==> config.mk <==
export PLATFORM = sky130hd
export DESIGN_NAME = dmem_arbiter
export DESIGN_NICKNAME = d
export VERILOG_FILES = /design/src/rtl/dmem_pkg.sv /design/src/rtl/dmem_lane.sv /design/src/rtl/dmem_arbiter.sv
export SDC_FILE = /design/constraint.sdc
export NUM_CORES = 1
export LEC_CHECK = 0
export ABC_AREA = 1
export CORE_MARGIN = 8
export CORE_UTILIZATION = 50
export DETAILED_ROUTE_END_ITERATION = 7
export PLACE_DENSITY = 0.86
export SLEW_MARGIN = 10
export SYNTH_ARGS = -nofsm -noshare
export SYNTH_HDL_FRONTEND = slang
export SYNTH_SLANG_ARGS = --single-unit
==> constraint.sdc <==
create_clock -name clk -period 2.7 [get_ports clk]
set_input_delay 0.54 -clock clk [delete_from_list [all_inputs] [get_ports clk]]
set_output_delay 0.54 -clock clk [all_outputs]
set_load 0.005 [all_outputs]
==> src/rtl/dmem_pkg.sv <==
// Shared encodings, state enum and alignment rule for the data-memory arbiter.
package dmem_pkg;

  localparam logic [1:0] SZ_BYTE = 2'b00;
  localparam logic [1:0] SZ_HALF = 2'b01;
  localparam logic [1:0] SZ_WORD = 2'b10;

  typedef enum logic [2:0] {
    IDLE   = 3'd0,
    LOAD   = 3'd1,
    WRITE  = 3'd2,
    RMW_RD = 3'd3,
    RMW_WR = 3'd4,
    ERR    = 3'd5
  } state_t;

  typedef struct packed {
    logic [31:0] addr;
    logic [31:0] wdata;
    logic [1:0]  size;
    logic        we;
    logic        uns;
    logic        owner;
  } cmd_t;

  // Only the two low address bits can make an access misaligned.
  function automatic logic misaligned(input logic [1:0] size, input logic [1:0] addr);
    logic bad;
    case (size)
      SZ_BYTE: bad = 1'b0;
      SZ_HALF: bad = addr[0];
      SZ_WORD: bad = (addr != 2'b00);
      default: bad = 1'b1;
    endcase
    return bad;
  endfunction

endpackage

==> src/rtl/dmem_lane.sv <==
// Little-endian lane handling: load extract/extend and sub-word store merge.
module dmem_lane
  import dmem_pkg::*;
(
  input  logic [1:0]  addr_lo,
  input  logic [1:0]  size,
  input  logic        uns,
  input  logic [31:0] mem_rdata,
  input  logic [31:0] rmw_word,
  input  logic [31:0] wdata,
  output logic [31:0] load_data,
  output logic [31:0] merge_data
);

  logic [7:0]  byte_s;
  logic [15:0] half_s;

  // Pick the addressed byte and halfword out of the memory word.
  always_comb begin
    byte_s = 8'h00;
    case (addr_lo)
      2'b00:   byte_s = mem_rdata[7:0];
      2'b01:   byte_s = mem_rdata[15:8];
      2'b10:   byte_s = mem_rdata[23:16];
      2'b11:   byte_s = mem_rdata[31:24];
      default: byte_s = 8'h00;
    endcase
    half_s = addr_lo[1] ? mem_rdata[31:16] : mem_rdata[15:0];
  end

  // Sign- or zero-extend the extracted field to a full word.
  always_comb begin
    load_data = 32'h0000_0000;
    case (size)
      SZ_BYTE: load_data = uns ? {24'h00_0000, byte_s} : {{24{byte_s[7]}}, byte_s};
      SZ_HALF: load_data = uns ? {16'h0000, half_s} : {{16{half_s[15]}}, half_s};
      SZ_WORD: load_data = mem_rdata;
      default: load_data = 32'h0000_0000;
    endcase
  end

  // Replace the target lane(s) of the previously read word with store data.
  always_comb begin
    merge_data = rmw_word;
    case (size)
      SZ_BYTE: begin
        case (addr_lo)
          2'b00:   merge_data = {rmw_word[31:8], wdata[7:0]};
          2'b01:   merge_data = {rmw_word[31:16], wdata[7:0], rmw_word[7:0]};
          2'b10:   merge_data = {rmw_word[31:24], wdata[7:0], rmw_word[15:0]};
          2'b11:   merge_data = {wdata[7:0], rmw_word[23:0]};
          default: merge_data = rmw_word;
        endcase
      end
      SZ_HALF: begin
        if (addr_lo[1]) begin
          merge_data = {wdata[15:0], rmw_word[15:0]};
        end else begin
          merge_data = {rmw_word[31:16], wdata[15:0]};
        end
      end
      SZ_WORD: merge_data = wdata;
      default: merge_data = rmw_word;
    endcase
  end

endmodule

==> src/rtl/dmem_arbiter.sv <==
// Round-robin two-port controller for a single-port data memory with
// sub-word load extension, read-modify-write stores and misalignment errors.
module dmem_arbiter
  import dmem_pkg::*;
(
  input  logic        clk,
  input  logic        rst_n,
  input  logic        req0_valid,
  output logic        req0_ready,
  input  logic        req0_we,
  input  logic [31:0] req0_addr,
  input  logic [31:0] req0_wdata,
  input  logic [1:0]  req0_size,
  input  logic        req0_unsigned,
  output logic        resp0_valid,
  output logic [31:0] resp0_rdata,
  output logic        resp0_err,
  input  logic        req1_valid,
  output logic        req1_ready,
  input  logic        req1_we,
  input  logic [31:0] req1_addr,
  input  logic [31:0] req1_wdata,
  input  logic [1:0]  req1_size,
  input  logic        req1_unsigned,
  output logic        resp1_valid,
  output logic [31:0] resp1_rdata,
  output logic        resp1_err,
  output logic [31:0] mem_addr,
  output logic [31:0] mem_wdata,
  output logic        mem_we,
  input  logic [31:0] mem_rdata
);

  state_t      state_r, state_nx_s;
  cmd_t        cmd_r;
  logic        rr_ptr_r;
  logic [31:0] rmw_word_r;

  logic        gnt0_s, gnt1_s, idle_s, accept_s;
  logic        sel_we_s, sel_uns_s;
  logic [31:0] sel_addr_s, sel_wdata_s;
  logic [1:0]  sel_size_s;
  logic [31:0] load_data_s, merge_data_s;
  logic        fin_s, resp_err_s;
  logic [31:0] resp_data_s;

  logic        resp0_valid_r, resp0_err_r, resp1_valid_r, resp1_err_r;
  logic [31:0] resp0_rdata_r, resp1_rdata_r;

  // Round-robin grant; rr_ptr only breaks ties when both ports are valid.
  always_comb begin
    gnt0_s = 1'b0;
    gnt1_s = 1'b0;
    if (req0_valid && req1_valid) begin
      gnt0_s = ~rr_ptr_r;
      gnt1_s = rr_ptr_r;
    end else begin
      gnt0_s = req0_valid;
      gnt1_s = req1_valid;
    end
  end

  assign idle_s     = (state_r == IDLE);
  assign req0_ready = idle_s & req0_valid & gnt0_s;
  assign req1_ready = idle_s & req1_valid & gnt1_s;
  assign accept_s   = req0_ready | req1_ready;

  // Route the granted port's request fields toward the command register.
  always_comb begin
    sel_addr_s  = req0_addr;
    sel_wdata_s = req0_wdata;
    sel_size_s  = req0_size;
    sel_we_s    = req0_we;
    sel_uns_s   = req0_unsigned;
    if (gnt1_s) begin
      sel_addr_s  = req1_addr;
      sel_wdata_s = req1_wdata;
      sel_size_s  = req1_size;
      sel_we_s    = req1_we;
      sel_uns_s   = req1_unsigned;
    end else begin
      sel_addr_s  = req0_addr;
      sel_wdata_s = req0_wdata;
      sel_size_s  = req0_size;
      sel_we_s    = req0_we;
      sel_uns_s   = req0_unsigned;
    end
  end

  // Next-state decode; the alignment check happens on the incoming request.
  always_comb begin
    state_nx_s = state_r;
    case (state_r)
      IDLE: begin
        if (!accept_s) begin
          state_nx_s = IDLE;
        end else if (misaligned(sel_size_s, sel_addr_s[1:0])) begin
          state_nx_s = ERR;
        end else if (!sel_we_s) begin
          state_nx_s = LOAD;
        end else if (sel_size_s == SZ_WORD) begin
          state_nx_s = WRITE;
        end else begin
          state_nx_s = RMW_RD;
        end
      end
      LOAD:    state_nx_s = IDLE;
      WRITE:   state_nx_s = IDLE;
      RMW_RD:  state_nx_s = RMW_WR;
      RMW_WR:  state_nx_s = IDLE;
      ERR:     state_nx_s = IDLE;
      default: state_nx_s = IDLE;
    endcase
  end

  dmem_lane u_lane (
    .addr_lo    (cmd_r.addr[1:0]),
    .size       (cmd_r.size),
    .uns        (cmd_r.uns),
    .mem_rdata  (mem_rdata),
    .rmw_word   (rmw_word_r),
    .wdata      (cmd_r.wdata),
    .load_data  (load_data_s),
    .merge_data (merge_data_s)
  );

  // Memory strobes depend on state alone so a reset kills a pending write.
  always_comb begin
    mem_addr  = 32'h0000_0000;
    mem_wdata = 32'h0000_0000;
    mem_we    = 1'b0;
    if (idle_s) begin
      mem_addr = 32'h0000_0000;
    end else begin
      mem_addr = {cmd_r.addr[31:2], 2'b00};
    end
    case (state_r)
      WRITE: begin
        mem_we    = 1'b1;
        mem_wdata = cmd_r.wdata;
      end
      RMW_WR: begin
        mem_we    = 1'b1;
        mem_wdata = merge_data_s;
      end
      default: begin
        mem_we    = 1'b0;
        mem_wdata = 32'h0000_0000;
      end
    endcase
  end

  // Response payload produced by whichever state ends the transaction.
  always_comb begin
    fin_s       = 1'b0;
    resp_data_s = 32'h0000_0000;
    resp_err_s  = 1'b0;
    case (state_r)
      LOAD: begin
        fin_s       = 1'b1;
        resp_data_s = load_data_s;
      end
      WRITE:   fin_s = 1'b1;
      RMW_WR:  fin_s = 1'b1;
      ERR: begin
        fin_s      = 1'b1;
        resp_err_s = 1'b1;
      end
      default: fin_s = 1'b0;
    endcase
  end

  // FSM state, arbitration pointer and command capture.
  always_ff @(posedge clk or negedge rst_n) begin
    if (!rst_n) begin
      state_r    <= IDLE;
      rr_ptr_r   <= 1'b0;
      cmd_r      <= '0;
      rmw_word_r <= 32'h0000_0000;
    end else begin
      state_r <= state_nx_s;
      if (accept_s) begin
        rr_ptr_r    <= gnt0_s;
        cmd_r.addr  <= sel_addr_s;
        cmd_r.wdata <= sel_wdata_s;
        cmd_r.size  <= sel_size_s;
        cmd_r.we    <= sel_we_s;
        cmd_r.uns   <= sel_uns_s;
        cmd_r.owner <= gnt1_s;
      end
      if (state_r == RMW_RD) begin
        rmw_word_r <= mem_rdata;
      end
    end
  end

  // One-cycle registered response, routed to the owning port only.
  always_ff @(posedge clk or negedge rst_n) begin
    if (!rst_n) begin
      resp0_valid_r <= 1'b0;
      resp0_rdata_r <= 32'h0000_0000;
      resp0_err_r   <= 1'b0;
      resp1_valid_r <= 1'b0;
      resp1_rdata_r <= 32'h0000_0000;
      resp1_err_r   <= 1'b0;
    end else begin
      resp0_valid_r <= fin_s & ~cmd_r.owner;
      resp0_rdata_r <= (fin_s & ~cmd_r.owner) ? resp_data_s : 32'h0000_0000;
      resp0_err_r   <= fin_s & ~cmd_r.owner & resp_err_s;
      resp1_valid_r <= fin_s & cmd_r.owner;
      resp1_rdata_r <= (fin_s & cmd_r.owner) ? resp_data_s : 32'h0000_0000;
      resp1_err_r   <= fin_s & cmd_r.owner & resp_err_s;
    end
  end

  assign resp0_valid = resp0_valid_r;
  assign resp0_rdata = resp0_rdata_r;
  assign resp0_err   = resp0_err_r;
  assign resp1_valid = resp1_valid_r;
  assign resp1_rdata = resp1_rdata_r;
  assign resp1_err   = resp1_err_r;

endmodule
==> flow_summary.rst, run 1 <==
.. list-table::
   :header-rows: 1

   * - Metric
     - Value
   * - Post-synthesis register bit count
     - 172
   * - Busiest layer in global routing
     - met2
   * - WP data required
     - 2.16 ns
   * - Violations in the final reports
     - setup timing
   * - PnR Total Power
     - 14.47 mW
   * - Maximum cell stage delay along the critical path
     - 0.50 ns
   * - Placed Instances
     - 1848
   * - Number of design rule violations left after detail routing
     - 0
   * - Count of max-cap constraint violations
     - 0
   * - Layout Cells excl Fill
     - 1906
   * - Mean routed wirelength per cell
     - 18.21 microns
   * - Iteration count of the initial detailed-routing pass
     - 5
   * - Total wire length after detailed routing
     - 34710 microns
   * - Deepest level of the CTS H-tree
     - 4
   * - Max-slew headroom at the worst pin
     - 53.93%
   * - Count of pins on the block boundary
     - 307
   * - Clock latency at the later pin of the worst-skew pair
     - 0.44 ns
   * - Relative contribution of combinational cells to total power
     - 53.9%
   * - Area of the die
     - 23470 sq um
   * - Setup TNS
     - -0.1228 ns
   * - Portion of the post-synthesis area used by sequential elements
     - 45.73%
   * - Delay-heaviest family, CP
     - buffers and inverters
   * - Antenna cell count
     - 0
   * - Number of buffers created by CTS
     - 17
   * - Clock sink count
     - 172
   * - Average instance area after synthesis
     - 6.947 sq um
   * - Biggest fanout along the worst timing path
     - 8
   * - Layout overhead on the synthesized area
     - 45.29%
   * - Most frequent cell on the critical path
     - nand2_1
   * - Global-route wire length before repair
     - 53430 microns
   * - Remaining antenna violation count
     - 0
   * - Dpl cell area
     - 12680 sq um
   * - Via count of the first global-routing pass
     - 9821
   * - Vias per cell
     - 5.362
   * - Final cycle utilization of the critical path
     - 102.7%
   * - Core box area
     - 18580 sq um
   * - Power share of the clock group
     - 16.7%
   * - Unrepaired setup endpoints after global routing
     - yes
   * - Pin count of the biggest net entering global routing
     - 70
   * - Max Clock Freq
     - 360.8 MHz
   * - Number of cells produced by synthesis
     - 1355
   * - Width of the die
     - 153.2 microns
   * - Worst-path clk slew
     - 0.08 ns
   * - Register-to-Register Setup Slack
     - 0.40 ns
   * - R2R Path End
     - cmd_r[41]$_DFFE_PN0N_
   * - TritonCTS clock tree
     - yes
   * - Final-layout worst hold slack
     - 0.005002 ns
   * - Endpoint class of the critical path
     - output port
   * - Count of nets after finishing
     - 1831
   * - Overall via count from detail_route
     - 10220
   * - Critical-path cell list
     - nor2_4 -> clkinv_4 -> nor2_4 -> buf_6 -> nand2_1 -> nand3_2 -> nand2_1 -> nand2_1 -> clkdlybuf4s50_1
   * - Clock root buffer
     - clkbuf_16
   * - Overflow after GRT
     - 0
   * - Max VDD drop
     - 0.7442 mV
   * - Status
     - complete, but fails checks
   * - Final Instance Area
     - 13680 sq um
   * - Kind of path behind the tightest hold check
     - input pin to async pin
   * - Leakage power summed over all cells
     - 7.106 nW
   * - Switching Share
     - 44.99%
   * - Global placer's final weighted congestion
     - 0.9524
   * - Critical Setup Path Class
     - flip-flop to output port
   * - Final setup violating endpoints
     - 2
   * - Element type at the critical path start
     - flip-flop
   * - Final max-slew violation count
     - 0
   * - Worst slew pin tran
     - 0.6910 ns
   * - Cell row count
     - 50
   * - Initial drt markers
     - 711
   * - Power spent charging and discharging nets
     - 6.512 mW
   * - Sequential share of power
     - 29.4%
   * - Number of buffers added to fix hold violations after cts
     - 0
   * - Number of buffer cells added on primary ports
     - 304
   * - Post-Route Skew
     - 0.01241 ns
   * - Startpoint of the worst register-to-register path
     - state_r[0]$_DFF_PN0_
   * - Final Hold Violating Endpoints
     - 0
   * - Met2 usage
     - 47.66%
   * - Y dimension of the die
     - 153.2 microns
   * - Synthesis warning total
     - 0
   * - Met1 global-route usage
     - 34.09%
   * - Cell at the slowest stage of the critical path
     - clkdlybuf4s50_1
   * - Share of post-route cells with drive strength above 1
     - 9.809%
   * - Post-Syn Area
     - 9413 sq um
   * - Final worst slack
     - -0.07187 ns
   * - Global router's overall resource usage
     - 28.81%
   * - Pre-CTS WS
     - 0.1318 ns
   * - FF-to-FF path depth
     - 10
   * - Number of distinct library cells after synthesis
     - 31
   * - Starting utilization of the core area
     - 50.66%
   * - Power per cell area
     - 1058 nW/um^2
   * - Arrival time of data at the critical path endpoint
     - 2.23 ns
   * - Crit path buf inv count
     - 3
   * - Cell Int Power
     - 7.962 mW
   * - Clock period minus worst slack
     - 2.772 ns
   * - Number of buffers on the longest clock path
     - 2
   * - Antenna violations before repair
     - 0
   * - DP HPWL
     - 25860 microns
   * - Post-route core utilization
     - 73.60%
   * - GR Layer Usage met3
     - 8.542%
logic make-up after synthesis:
group	synth area share, %
muxes	0.9571
DFF	45.73
and+or+nand+nor	32.81
other	0.03984
AOI/OAI and AO/OA	11.22
buffers and inverters	9.252
repair_timing:
action | in CTS | in global routing
gates cloned | 1 | 2
pin swaps | 0 | 8
gates resized for setup | 35 | 60
setup buffers | 5 | 18
setup endpoints to repair | 44 | 36
power groups by stage:
stage | clock [mW] | combinational, mW | sequential, mW
5_1_grt | 2.53 | 8.63 | 4.34
2_1_floorplan | 0 | 4.31 | 3.94
6_report | 2.41 | 7.81 | 4.26
3_3_place_gp | 0 | 6.96 | 4.20
3_5_place_dp | 0 | 7.08 | 4.21
4_1_cts | 2.42 | 7.27 | 4.20
sequential cells by signal (all words and copies together) (netlist names):
name         cells
cmd_r           68
resp0_err        1
resp0_rdata     32
resp0_valid      1
resp1_err        1
resp1_rdata     32
resp1_valid      1
rmw_word_r      32
rr_ptr_r         1
state_r          3
metal layers:
metal  vias up  part of all wire [%]
li1       4858                     -
met1      4719                    38
met2       542                    47
met3       101                    10
met4         0                   4.5
met5         -                     0
final cells by class:
cell class                 instances  area [sq um]
clock buffer                      19         452.9
clock inverter                    13         117.6
fill                            1477          4905
inverter                         128         501.7
multi-input combinational        977          4413
sequential                       172          4312
tap                              234         292.8
timing repair buffer             363          3586
synth_stat cells (all sizes together):
cell    count  area share (%)
a21oi      46             2.5
a22oi       1           0.080
buf        46             2.7
clkbuf     36             1.4
clkinv      1           0.040
conb        1           0.040
dfrtp     172              46
inv       127             5.1
mux2        8            0.96
nand2     517              21
nand3      99             5.3
nand3b      2            0.16
nand4      14             1.0
nor2      129             5.4
nor3        1            0.17
o211ai     15             1.2
o21ai     139             7.4
o22ai       1           0.067
cells in the final DEF (no fill, tap or decap), types with 10 or more instances in the layout:
cell             synthesis  routed
o21ai_0                118     114
buf_4                    8      49
nand4_1                 13      13
nor2_1                 123     119
clkdlybuf4s50_1          0     272
dfrtp_1                172     166
inv_1                  115     114
o211ai_1                15      15
clkbuf_16                0      17
nand2_1                510     502
dlymetal6s2s_1           0      20
a21oi_1                 45      44
o21ai_1                 21      21
nand2_4                  0      10
nand3_1                 98      94
worst max-delay path by stage:
stage | from | end | slack, ns | cells after the start
after floorplan | cmd_r[3]$_DFFE_PN0N_ | mem_wdata[7] | 0.80 | 9
after global routing | cmd_r[3]$_DFFE_PN0N_ | mem_wdata[11] | -0.18 | 9
after global placement | req0_valid | cmd_r[47]$_DFFE_PN0N_ | 0.23 | 8
final | cmd_r[3]$_DFFE_PN0N_ | mem_wdata[11] | -0.07 | 9
after detailed placement | req0_valid | cmd_r[41]$_DFFE_PN0N_ | 0.13 | 9
after CTS | cmd_r[4]$_DFFE_PN0N_ | mem_wdata[31] | -0.15 | 9
No activity file was read; power rests on OpenSTA's default activity.
==> run 2, diff against run 1 <==
--- a/config.mk
+++ b/config.mk
@@ -6,9 +6,11 @@
 export NUM_CORES = 1
 export LEC_CHECK = 0
 export ABC_AREA = 1
+export CAP_MARGIN = 20
 export CORE_MARGIN = 8
 export CORE_UTILIZATION = 50
 export DETAILED_ROUTE_END_ITERATION = 7
+export GPL_ROUTABILITY_DRIVEN = 0
 export PLACE_DENSITY = 0.86
 export SLEW_MARGIN = 10
 export SYNTH_ARGS = -nofsm -noshare
==> run 2 against run 1 <==
Against the previous run:
- critical path depth is 2 lower
- the run ends with hold timing, setup timing left
- largest cell class unchanged
- count of clock-buffer cells in the layout is 1 lower
- critical endpoint is now mem_wdata[31]
- clock skew is 0.0035 ns lower
- maximum frequency is 0.59% higher
- die area stayed put
==> flow_summary.rst, run 2 (synthesized netlist as in run 1, its figures left out) <==
.. list-table::
   :header-rows: 1

   * - Metric
     - Value
   * - Initial drt markers
     - 982 (+38%)
   * - Clock sink count
     - 172 (unchanged)
   * - Placed Instances
     - 1845 (-0.16%)
   * - Share of post-route cells with drive strength above 1
     - 9.287% (-0.52 points)
   * - Metal3 WL
     - 4243 microns (+21%)
   * - Max Clock Freq
     - 362.9 MHz (+0.59%)
   * - Count of pins on the block boundary
     - 307 (unchanged)
   * - Final-layout worst hold slack
     - -0.005724 ns (-0.01073 ns)
   * - Layout overhead on the synthesized area
     - 43.99%
   * - Number of buffers added to fix hold violations after cts
     - 0 (unchanged)
   * - Final cycle utilization of the critical path
     - 102.1% (-0.60 points)
   * - Number of buffers on the longest clock path
     - 2 (unchanged)
   * - Number of design rule violations left after detail routing
     - 0 (unchanged)
   * - Overall via count from detail_route
     - 10490 (+2.6%)
   * - Crit path buf inv count
     - 3 (unchanged)
   * - Pin count of the biggest net entering global routing
     - 70 (unchanged)
   * - Mean routed wirelength per cell
     - 18.66 microns (+2.5%)
   * - Maximum cell stage delay along the critical path
     - 0.42 ns (-0.08 ns)
   * - Met2 WL
     - 16460 microns (about the same)
   * - Count of nets after finishing
     - 1828 (-0.16%)
   * - Cell row count
     - 50 (unchanged)
   * - Max VDD drop
     - 0.5785 mV (-22%)
   * - Leakage power summed over all cells
     - 6.833 nW (-3.8%)
   * - Layout Cells excl Fill
     - 1904 (-0.10%)
   * - Core box area
     - 18580 sq um (unchanged)
   * - Fillers
     - 1429 (-3.2%)
   * - Remaining antenna violation count
     - 0 (unchanged)
   * - Max-slew headroom at the worst pin
     - 53.90% (about the same)
   * - PnR Total Power
     - 14.46 mW (about the same)
   * - Delay-heaviest family, CP
     - compound AO/OA/AOI/OAI gates
   * - Worst slew pin tran
     - 0.6914 ns (+0.0004200 ns)
   * - Clock root buffer
     - clkbuf_16
   * - Starting utilization of the core area
     - 50.66% (unchanged)
   * - FF-to-FF path depth
     - 11 (+1)
   * - Number of buffer cells added on primary ports
     - 304 (unchanged)
   * - Element type at the critical path start
     - flip-flop
   * - Kind of path behind the tightest hold check
     - input pin to async pin
   * - Most frequent cells in the layout
     - nand2_1 (505), clkdlybuf4s50_1 (270), dfrtp_1 (166), nor2_1 (120)
   * - Width of the die
     - 153.2 microns (unchanged)
   * - Register-to-Register Setup Slack
     - 0.65 ns (+0.25 ns)
   * - Flip-flop count of the largest register, all copies and words added
     - 68 (unchanged)
   * - Via count of the first global-routing pass
     - 10240 (+4.3%)
   * - Clock period minus worst slack
     - 2.756 ns (-0.01628 ns)
   * - Global router's overall resource usage
     - 29.37% (+0.56 points)
   * - Final Hold Violating Endpoints
     - 9 (+9)
   * - Deepest level of the CTS H-tree
     - 4 (unchanged)
   * - Final worst slack
     - -0.05560 ns (+0.01628 ns)
   * - Endpoint class of the critical path
     - output port
   * - Violations in the final reports
     - hold timing, setup timing
   * - DRT met1 WL
     - 12620 microns (-4.4%)
   * - Arrival time of data at the critical path endpoint
     - 2.22 ns (about the same)
   * - Status
     - complete, but fails checks
   * - Global-route wire length before repair
     - 55010 microns (+2.9%)
   * - Power per cell area
     - 1067 nW/um^2 (+0.83%)
   * - Setup TNS
     - -0.09467 ns (+0.02816 ns)
   * - Post-Route Skew
     - 0.008871 ns (-0.003543 ns)
   * - Combined area of the multi-input logic cells
     - 4362 sq um (-1.2%)
   * - Worst-path clk slew
     - 0.07 ns (about the same)
   * - WP data required
     - 2.16 ns (about the same)
   * - Overflow after GRT
     - 0 (unchanged)
   * - Startpoint of the worst register-to-register path
     - cmd_r[37]$_DFFE_PN0N_
   * - Dpl cell area
     - 12650 sq um (-0.28%)
   * - Final setup violating endpoints
     - 2 (unchanged)
   * - R2R Path End
     - resp0_rdata[18]$_DFF_PN0_
   * - Final max-slew violation count
     - 0 (unchanged)
   * - Area of the die
     - 23470 sq um (unchanged)
   * - Total wire length after detailed routing
     - 35520 microns (+2.3%)
   * - DP HPWL
     - 25720 microns (-0.57%)
   * - Iteration count of the initial detailed-routing pass
     - 7 (+2)
   * - Antenna violations before repair
     - 2 (+2)
   * - Uppermost signal routing layer after detailed routing
     - met5
   * - Number of buffers created by CTS
     - 17 (unchanged)
   * - Vias per cell
     - 5.507 (+2.7%)
   * - Final Instance Area
     - 13550 sq um (-0.90%)
   * - Critical-path cell list
     - buf_4 -> buf_4 -> o21ai_0 -> o21ai_2 -> o21ai_0 -> nand2_1 -> dlygate4sd2_1
   * - Biggest fanout along the worst timing path
     - 19 (+11)
   * - Cell at the slowest stage of the critical path
     - dfrtp_2
   * - Y dimension of the die
     - 153.2 microns (unchanged)
   * - Critical Setup Path Class
     - flip-flop to output port
   * - Most frequent standard cell in the layout excluding fill and tap cells
     - nand2_1
   * - Count of max-cap constraint violations
     - 0 (unchanged)
   * - Clock latency at the later pin of the worst-skew pair
     - 0.44 ns (about the same)
   * - TritonCTS clock tree
     - yes
   * - Largest register by flop count
     - cmd_r
   * - Sequential cell area
     - 4312 sq um (unchanged)
==> run 2: cell types whose count changed in the layout (fill, tap and decap cells not counted), moves of 3 or more <==
cell,change
buf_4,-4
clkbuf_2,+4
dlygate4sd2_1,+16
dlymetal6s2s_1,-18
inv_8,-3
nand2_1,+3
nand3_1,+4
nand3_2,-4
==> run 2: area by class of cell <==
cell class	instances	area share, %
clock inverters	14	1.089
well taps	234	2.160
diodes	1	0.01846
inverters	128	3.794
clock buffers	18	3.167
multi-input cells	976	32.18
flip-flops and latches	172	31.81
repair buffers	361	25.78
==> run 2: layer usage <==
metal | global-route usage, % | up-vias
met3 | 9.191 | 154
met1 | 33.62 | 4749
met4 | 15.83 | 2
met5 | 0 | -
met2 | 48.49 | 727
li1 | - | 4854
==> run 2: worst register-to-register path, stage by stage (launching register included) <==
cell     delay (ns)
dfrtp_2        0.46
buf_6          0.17
inv_4          0.08
nand2_4        0.10
buf_4          0.15
inv_2          0.13
nand2_1        0.11
nand4_2        0.20
buf_4          0.26
nand2_1        0.09
nand2_1        0.11
nor2_1         0.07
==> run 2: timing repair <==
| action | in CTS | in global routing |
|---|---|---|
| pin swaps | 6 | 7 |
| buffers inserted | 11 | 14 |
| endpoints found under the setup margin | 44 | 24 |
| cloned | 2 | 0 |
| resized for setup | 68 | 33 |
==> run 2: worst max path at each step <==
stage	startpoint	endpoint	slack, ns	cells after the start
detailed placement	cmd_r[3]$_DFFE_PN0N_	mem_wdata[7]	0.14	9
finish	cmd_r[4]$_DFFE_PN0N_	mem_wdata[31]	-0.06	7
floorplan	cmd_r[3]$_DFFE_PN0N_	mem_wdata[7]	0.80	9
CTS	cmd_r[4]$_DFFE_PN0N_	mem_wdata[15]	-0.08	9
global placement	cmd_r[3]$_DFFE_PN0N_	mem_wdata[15]	0.23	9
global route	cmd_r[4]$_DFFE_PN0N_	mem_wdata[31]	-0.15	7
==> run 2: power by group <==
group	switching [mW]	leakage, nW	internal [mW]	total (mW)
clock network	1.13	0.278	1.31	2.44
logic	4.63	4.35	3.13	7.77
registers	0.775	2.21	3.48	4.26
==> run 2: per-stage QoR <==
| step | hold WS (ns) | utilization (%) | setup WS [ns] |
|---|---|---|---|
| floorplan | 0.2444 | - | 0.7962 |
| global placement | 0.4356 | 68.07 | 0.2336 |
| detailed placement | 0.4499 | 68.07 | 0.1409 |
| CTS | 0.001917 | 72.13 | -0.07638 |
| global route | 0.004047 | 72.94 | -0.1456 |
| finish | -0.005724 | 72.94 | -0.05560 |
